`src/rtl/benes_cfg_sequencer.sv`:
```
`default_nettype none
// +--------------------------------------------------------------------------+
// | benes_cfg_sequencer: shadow-loads Benes switch settings and commits them  |
// | atomically once the switch pipeline has drained.       Rev 1.0            |
// +--------------------------------------------------------------------------+
module benes_cfg_sequencer #(
  parameter int SIZE       = 32,
  parameter int SWITCH_NUM = SIZE / 2,
  parameter int STAGE_NUM  = 2 * $clog2(SIZE) - 1,
  parameter int LATENCY    = STAGE_NUM - 1
) (
  input  logic                            clk,
  input  logic                            rstn,
  input  logic                            cfg_valid,
  output logic                            cfg_ready,
  input  logic [SWITCH_NUM-1:0]           cfg_module_sel,
  input  logic [SWITCH_NUM-1:0]           cfg_slot_sel,
  input  logic                            cfg_last,
  input  logic                            xfer_valid,
  output logic                            issue_ok,
  output logic [STAGE_NUM*SWITCH_NUM-1:0] o_module_select,
  output logic [STAGE_NUM*SWITCH_NUM-1:0] o_slot_select,
  output logic                            o_commit,
  output logic [7:0]                      o_epoch,
  output logic                            o_busy,
  output logic                            o_err_len,
  output logic                            o_err_issue
);

  localparam int WPTR_W  = (STAGE_NUM > 1) ? $clog2(STAGE_NUM) : 1;
  localparam int DRAIN_W = (LATENCY > 0) ? $clog2(LATENCY + 1) : 1;
  localparam int SEL_W   = STAGE_NUM * SWITCH_NUM;

  localparam logic [WPTR_W-1:0]  LAST_PTR  = WPTR_W'(STAGE_NUM - 1);
  localparam logic [DRAIN_W-1:0] DRAIN_MAX = DRAIN_W'(LATENCY);

  typedef enum logic [1:0] {
    IDLE = 2'd0,
    LOAD = 2'd1,
    PEND = 2'd2
  } state_t;

  state_t              state;
  logic [WPTR_W-1:0]   wptr;
  logic [DRAIN_W-1:0]  drain_cnt;
  logic [SEL_W-1:0]    shadow_mod;
  logic [SEL_W-1:0]    shadow_slot;

  logic beat_accept;
  logic issue_accept;
  logic at_last;

  assign cfg_ready    = (state != PEND);
  assign issue_ok     = (state != PEND);
  assign o_busy       = (state != IDLE);
  assign beat_accept  = cfg_valid & cfg_ready;
  assign issue_accept = xfer_valid & issue_ok;
  assign at_last      = (wptr == LAST_PTR);

  always_ff @(posedge clk or negedge rstn) begin
    if (!rstn) begin
      state           <= IDLE;
      wptr            <= '0;
      drain_cnt       <= '0;
      shadow_mod      <= '0;
      shadow_slot     <= '0;
      o_module_select <= '0;
      o_slot_select   <= '0;
      o_commit        <= 1'b0;
      o_epoch         <= 8'd0;
      o_err_len       <= 1'b0;
      o_err_issue     <= 1'b0;
    end else begin
      o_commit <= 1'b0;

      if (xfer_valid && !issue_ok) begin
        o_err_issue <= 1'b1;
      end

      // Any accepted issue restarts the drain window; a rejected one never does.
      if (issue_accept) begin
        drain_cnt <= DRAIN_MAX;
      end else if (drain_cnt != '0) begin
        drain_cnt <= drain_cnt - 1'b1;
      end

      case (state)
        IDLE, LOAD: begin
          if (beat_accept) begin
            shadow_mod[int'(wptr)*SWITCH_NUM +: SWITCH_NUM]  <= cfg_module_sel;
            shadow_slot[int'(wptr)*SWITCH_NUM +: SWITCH_NUM] <= cfg_slot_sel;
            if (cfg_last && at_last) begin
              state <= PEND;
              wptr  <= '0;
            end else if (cfg_last || at_last) begin
              // Misplaced last: drop the partial load, active bank untouched.
              o_err_len <= 1'b1;
              wptr      <= '0;
              state     <= IDLE;
            end else begin
              wptr  <= wptr + 1'b1;
              state <= LOAD;
            end
          end
        end
        PEND: begin
          if (drain_cnt == '0) begin
            o_module_select <= shadow_mod;
            o_slot_select   <= shadow_slot;
            o_epoch         <= o_epoch + 8'd1;
            o_commit        <= 1'b1;
            state           <= IDLE;
          end
        end
        default: state <= IDLE;
      endcase
    end
  end

endmodule
`default_nettype wire
```
`config.mk`:
```
export PLATFORM = sky130hd
export DESIGN_NAME = benes_cfg_sequencer
export DESIGN_NICKNAME = d
export VERILOG_FILES = /design/src/rtl/benes_cfg_sequencer.sv
export SDC_FILE = /design/constraint.sdc
export NUM_CORES = 1
export LEC_CHECK = 0
export CAP_MARGIN = 20
export CORE_ASPECT_RATIO = 1.75
export CORE_MARGIN = 5
export CORE_UTILIZATION = 50
export DETAILED_ROUTE_END_ITERATION = 10
export PLACE_DENSITY = 0.73
export SYNTH_ARGS = -nofsm -noshare
export SYNTH_HDL_FRONTEND = slang
export SYNTH_SLANG_ARGS = --single-unit
export TNS_END_PERCENT = 20
```
`constraint.sdc`:
```
create_clock -name clk -period 2.9 [get_ports clk]
set_clock_uncertainty 0.2 [all_clocks]
set_input_delay 0.435 -clock clk [delete_from_list [all_inputs] [get_ports clk]]
set_output_delay 0.435 -clock clk [all_outputs]
set_load 0.005 [all_outputs]
```
Word-level counts from Yosys, hierarchy flattened
Index checks and enable logic that the tools add are counted.
W data, S select, Z words.
{ "op_classes": {"addsub": 4, "mul": 0, "div": 0, "order_cmp": 0, "n_eq_ne": 6, "n_shift": 3, "mux": 13, "bitwise": 3, "reduce_logical": 14} }
{ "op_table": {"columns": ["operator", "count"], "rows": [
  ["$bwmux W144", 2],
  ["$shiftx A16 B33 Y144", 2],
  ["$shift A16 B33 Y144 const A", 1],
  ["$neg A8 Y33", 1],
  ["$mux W4", 4],
  ["$add A8 B1 Y8 const B", 1],
  ["$mux W2", 3],
  ["$ne A2 B2 Y1 const B", 3],
  ["$reduce_and A2 Y1", 3],
  ["$add A4 B1 Y4 const B", 1],
  ["$eq A4 B4 Y1 const B", 1],
  ["$logic_not A4 Y1", 1],
  ["$pmux W2 S2", 1],
  ["$reduce_and A4 Y1", 1],
  ["$reduce_bool A2 Y1", 2],
  ["$reduce_bool A4 Y1", 1],
  ["$sub A4 B1 Y4 const B", 1],
  ["$mux W1", 3],
  ["$and A1 B1 Y1", 2],
  ["$eq A2 B1 Y1 const B", 1],
  ["$eq A2 B2 Y1 const B", 1],
  ["$logic_and A1 B1 Y1", 2],
  ["$logic_not A2 Y1", 1],
  ["$reduce_or A2 Y1", 1],
  ["other kinds (3)", 3]
]} }
{ "word_totals": {"ff_bits": 597, "latchBits": 0, "ramBits": 0, "rom_bits": 0, "memories": 0} }

Longest topological paths before layout
{ "logic_depth": {"ltp_word": 6, "mapped_depth": 9} }

Worst setup path before layout
No wires, ideal clock.
{ "synth_path": {"kind": "flip-flop to flip-flop", "startpoint": "register wptr[0]", "endpoint": "register shadow_mod[32]", "setup_time_ps": 125, "arrival_time_ps": 2271, "required_time_ps": 2575, "slack_ps": 304, "path_stages_with_launch": 8, "cell_sequence": "dfrtp_1 inv_1 ha_1 inv_2 a2111o_4 nor2_8 buf_12 mux2_4"} }
{ "synth_via": {"elab_chain_len": 3, "word_cells_on_any_way": 4} }
{ "synth_rtl": {"columns": ["item", "line", "text"], "rows": [
  ["from (decl)", "44", "logic [WPTR_W-1:0] wptr;"],
  ["from (signal assigned)", "101", "wptr <= wptr + 1'b1;"],
  ["$neg A8 Y33 *", "90", "shadow_mod[int'(wptr)*SWITCH_NUM +: SWITCH_NUM] <= cfg_module_sel;"],
  ["$shiftx A16 B33 Y144 or $shift A16 B33 Y144 (tied branches)", "90", null],
  ["$bwmux W144 *", "90", null],
  ["to (signal, indexed assignment)", "90", null],
  ["to (decl)", "46", "logic [SEL_W-1:0] shadow_mod;"]
]} }
Every way passes the cells marked *; elsewhere a longest branch is shown, timed or not.
A chain may end at the register's enable or synchronous reset.

Worst setup path after layout
{ "layout_path": {"startpoint": "register state[1]", "endpoint": "output cfg_ready"} }
{ "layout_via": {"elab_chain_len": 1} }
{ "layout_rtl": {"columns": ["item", "line", "text"], "rows": [
  ["from (decl)", "43", "state_t state;"],
  ["from (signal assigned)", "62", "state <= IDLE;"],
  ["from (signal assigned)", "93", "state <= PEND;"],
  ["from (signal assigned)", "99", "state <= IDLE;"],
  ["$ne A2 B2 Y1", "53", "assign cfg_ready = (state != PEND);"],
  ["to (decl)", "15", "output logic cfg_ready,"]
]} }
No other way between the ends.

==> metrics.md <==
| Metric | Value |
|---|---|
| Fmax | `roughly 360 MHz` |
| Fillers | `3435` |
| FF+latch count, synth | `597` |
| CP Launch Type | `flop` |
| Critical path class | `reg2out` |
| Final ANT Viol Nets | `0` |
| Clock insertion delay at the later pin of the skew report | `580 ps` |
| CTS HTree Levels | `2` |
| # rows | `approximately 100` |
| Post-route minimum period | `~2800 ps` |
| Starting Density | `0.506` |
| Crit end category | `output port` |
| Initial antenna violation count | `1` |
| Largest net degree at the start of global routing | `a little over 70` |
| Syn_nets | `around 1.6k` |
| Hold Violations, Final | `0` |
| Layout area overhead | `26.6%` |
| Distinct cells, synth | `46` |
| Die Span X | `approximately 170 um` |
| Maximum VDD drop | `0.563 mV` |
| Class of the worst hold path | `in2async` |
| Max clock buf depth | `3` |
| Crit path buffers/inverters | `2` |
| Critical path's largest stage delay | `between 500 and 600 ps` |
| Synth area leader | `dfrtp_1` |
| Slowest cell on crit path | `clkdlybuf4s50_1` |
| WP data arrival | `about 2100 ps` |
| Placed cells | `around 2.5k` |
| Post-Route WL | `a little under 60000 um` |
| Max Cap Viol | `0` |
| WP data required | `~2300 ps` |
| Via/cell ratio | `between 5 and 6` |
| Via count | `around 14k` |
| Top layer in use | `met5` |
| Final setup fails | `0` |
| Top FF cell, synth | `dfrtp_1` |
| Layout cells sized above 1 | `0.288` |
| Post-Syn Area per Cell | `between 10 and 15 um^2` |
| Synth async-reset ratio | `1.00` |
| Final cell count without fillers | `roughly 2.6k` |
| Fin Setup TNS | `0 ps` |
| Status | `completed` |
| Total power density per cell area | `around 740 mW/mm^2` |
| Clock slew seen by the registers of the worst setup and hold paths | `60 ps` |
| Vias in the first global route | `approximately 15k` |
| CTS tree | `done` |
| Pre-CTS WS | `around 110 ps` |
| Unrepaired setup endpoints after global routing | `false` |
| Gate Count Post-Synth | `around 1.6k` |
| Synth top cells by count | `597 x dfrtp_1, 334 x mux2_2, 198 x nand2_1, 139 x o21ai_0, 80 x mux2_4` |
| Area after DPL | `~0.028 mm^2` |
| GR Util All Layers | `0.230` |
| Core Region | `roughly 0.046 mm^2` |
| Final Max Tran Viols | `0` |
| ANT cells | `0` |
| YS warnings | `0` |
| WL per Instance | `~23 um` |
| Post-synth EDFFs | `0` |
| Final instance area | `a little under 0.03 mm^2` |
| RePlAce Congestion | `slightly above 0.8` |
| Most common cell in the synthesized netlist | `dfrtp_1` |
| I/O Pins | `roughly 340` |
| Post-route DRC violation count | `0` |
| CTS sink cnt | `597` |
| Final worst-path cycle share | `0.955` |
| DRT Pass-1 Iters | `5` |
| Max Fanout on Critical Path | `8` |
| Crit path cell chain | `and2b_1 -> inv_1 -> clkdlybuf4s50_1` |
| Seq/Total Area, Yosys | `0.641` |
| Fin nets | `between 2k and 2.5k` |
| Count of input and output buffers | `~340` |
| Setup WS post-layout | `roughly 130 ps` |
| Rel. slew slack | `0.536` |
| M1 WL | `roughly 22000 um` |
| Met2 Routed Length | `around 32000 um` |
| Detailed placement HPWL | `between 40000 and 50000 um` |
| CTS buffer count | `52` |
| Netlist Area Pre-Place | `between 0.02 and 0.025 mm^2` |
| Gr ovfl total | `0` |
| Top delay family on crit path | `buffers and inverters` |
| Post-cts gate resize count | `0` |
| Die ar. | `just over 0.05 mm^2` |
| Lkg Pwr | `~14 nW` |
| Wire length on met3 | `between 2000 and 3000 um` |
| CTS root buffer | `clkbuf_16` |
| First-pass GRT wire length | `around 90000 um` |
| Top cells by area, synth | `dfrtp_1 64%, mux2_2 16%, mux2_4 5.2%` |
| Drt first-iter violations | `slightly below 800` |
| Die height | `296 um` |
| Worst-Margin Slew | `between 600 and 700 ps` |
| Yosys top cell area share | `0.641` |
[cells in the final DEF, fill, tap and decap left out, drive strengths merged, types with 3 or more instances in the layout]
cell type	instances
dfrtp	597
mux2	444
clkdlybuf4s50	337
nand2	198
o21ai	139
clkbuf	73
buf	62
and2	33
nand3	13
nor2	13
bufinv	11
inv	8
ha	7
and3	6
nor3	5
xor2	5
o31ai	5
xnor2	5
clkinv	5
nand4	4
nor3b	3
clkinvlp	3
nand2b	3
[timing repair]
item / 4_1_cts / 5_1_grt
hold buffers: 1 / 0
setup buffers: 0 / 1
endpoints found under the hold margin: 54 / 0
endpoints found under the setup margin: 0 / 1
[area by class of cell]
class                      instances  area, um^2  share of cell area
clock buffer                      73        1500              0.0509
clock inverter                    20         398              0.0135
inverter                           7        26.3            0.000891
multi-input combinational        906        7760               0.263
sequential                       597       14900               0.506
tap                              583         729              0.0247
timing repair buffer             400        4140               0.140
[sequential cells by signal, summed over array words and instances (netlist names)]
name / count
o_module_select: 144
shadow_mod: 144
shadow_slot: 144
o_slot_select: 144
o_err_issue: 1
drain_cnt: 4
wptr: 4
o_epoch: 8
o_commit: 1
o_err_len: 1
state: 2
[per-stage QoR]
step,hold slack (ps),utilization,power [mW]
2_1_floorplan,-60.6,-,12.4
3_3_place_gp,239,0.599,14.2
3_5_place_dp,248,0.599,14.4
4_1_cts,263,0.640,22.1
5_1_grt,283,0.640,22.9
6_report,240,0.640,21.9
[metal layers]
metal  GRT usage  up-vias
met3      0.0416      107
met5           0        -
met2       0.430      397
met4      0.0902        2
met1       0.262     7246
li1            -     6234
[where the power goes]
part	total (mW)	internal [mW]	switching, mW
combinational	3.98	1.99	1.99
clock	7.64	4.59	3.05
sequential	10.3	9.54	0.720
[logic make-up (layout without fill, tap and decap cells)]
group | after synthesis | after routing | synth area share
xor gates and xnor gates | 10 | 10 | 0.00408
and+or+nand+nor | 287 | 287 | 0.0564
DFF | 597 | 597 | 0.641
muxes | 446 | 446 | 0.228
AOI/OAI and AO/OA | 156 | 156 | 0.0380
buffers and inverters | 96 | 500 | 0.0282
adders and majority gates | 7 | 7 | 0.00376
[worst paths after layout]
path,from,end,slack [ps],cells past startpoint
worst max-delay path,state[1]$_DFFE_PN0P_,cfg_ready,130,3
worst min register to register,o_err_issue$_DFFE_PN0P_,o_err_issue$_DFFE_PN0P_,260,1
worst max register to register,wptr[0]$_DFFE_PN0P_,shadow_slot[45]$_DFFE_PN0P_,180,7
worst min-delay path,rstn,shadow_slot[104]$_DFFE_PN0P_,240,2
min in group clk,o_err_issue$_DFFE_PN0P_,o_err_issue$_DFFE_PN0P_,260,1
max in group asynchronous,rstn,o_module_select[17]$_DFFE_PN0P_,1300,3
Note: power is estimated with default switching activity, not from simulation.
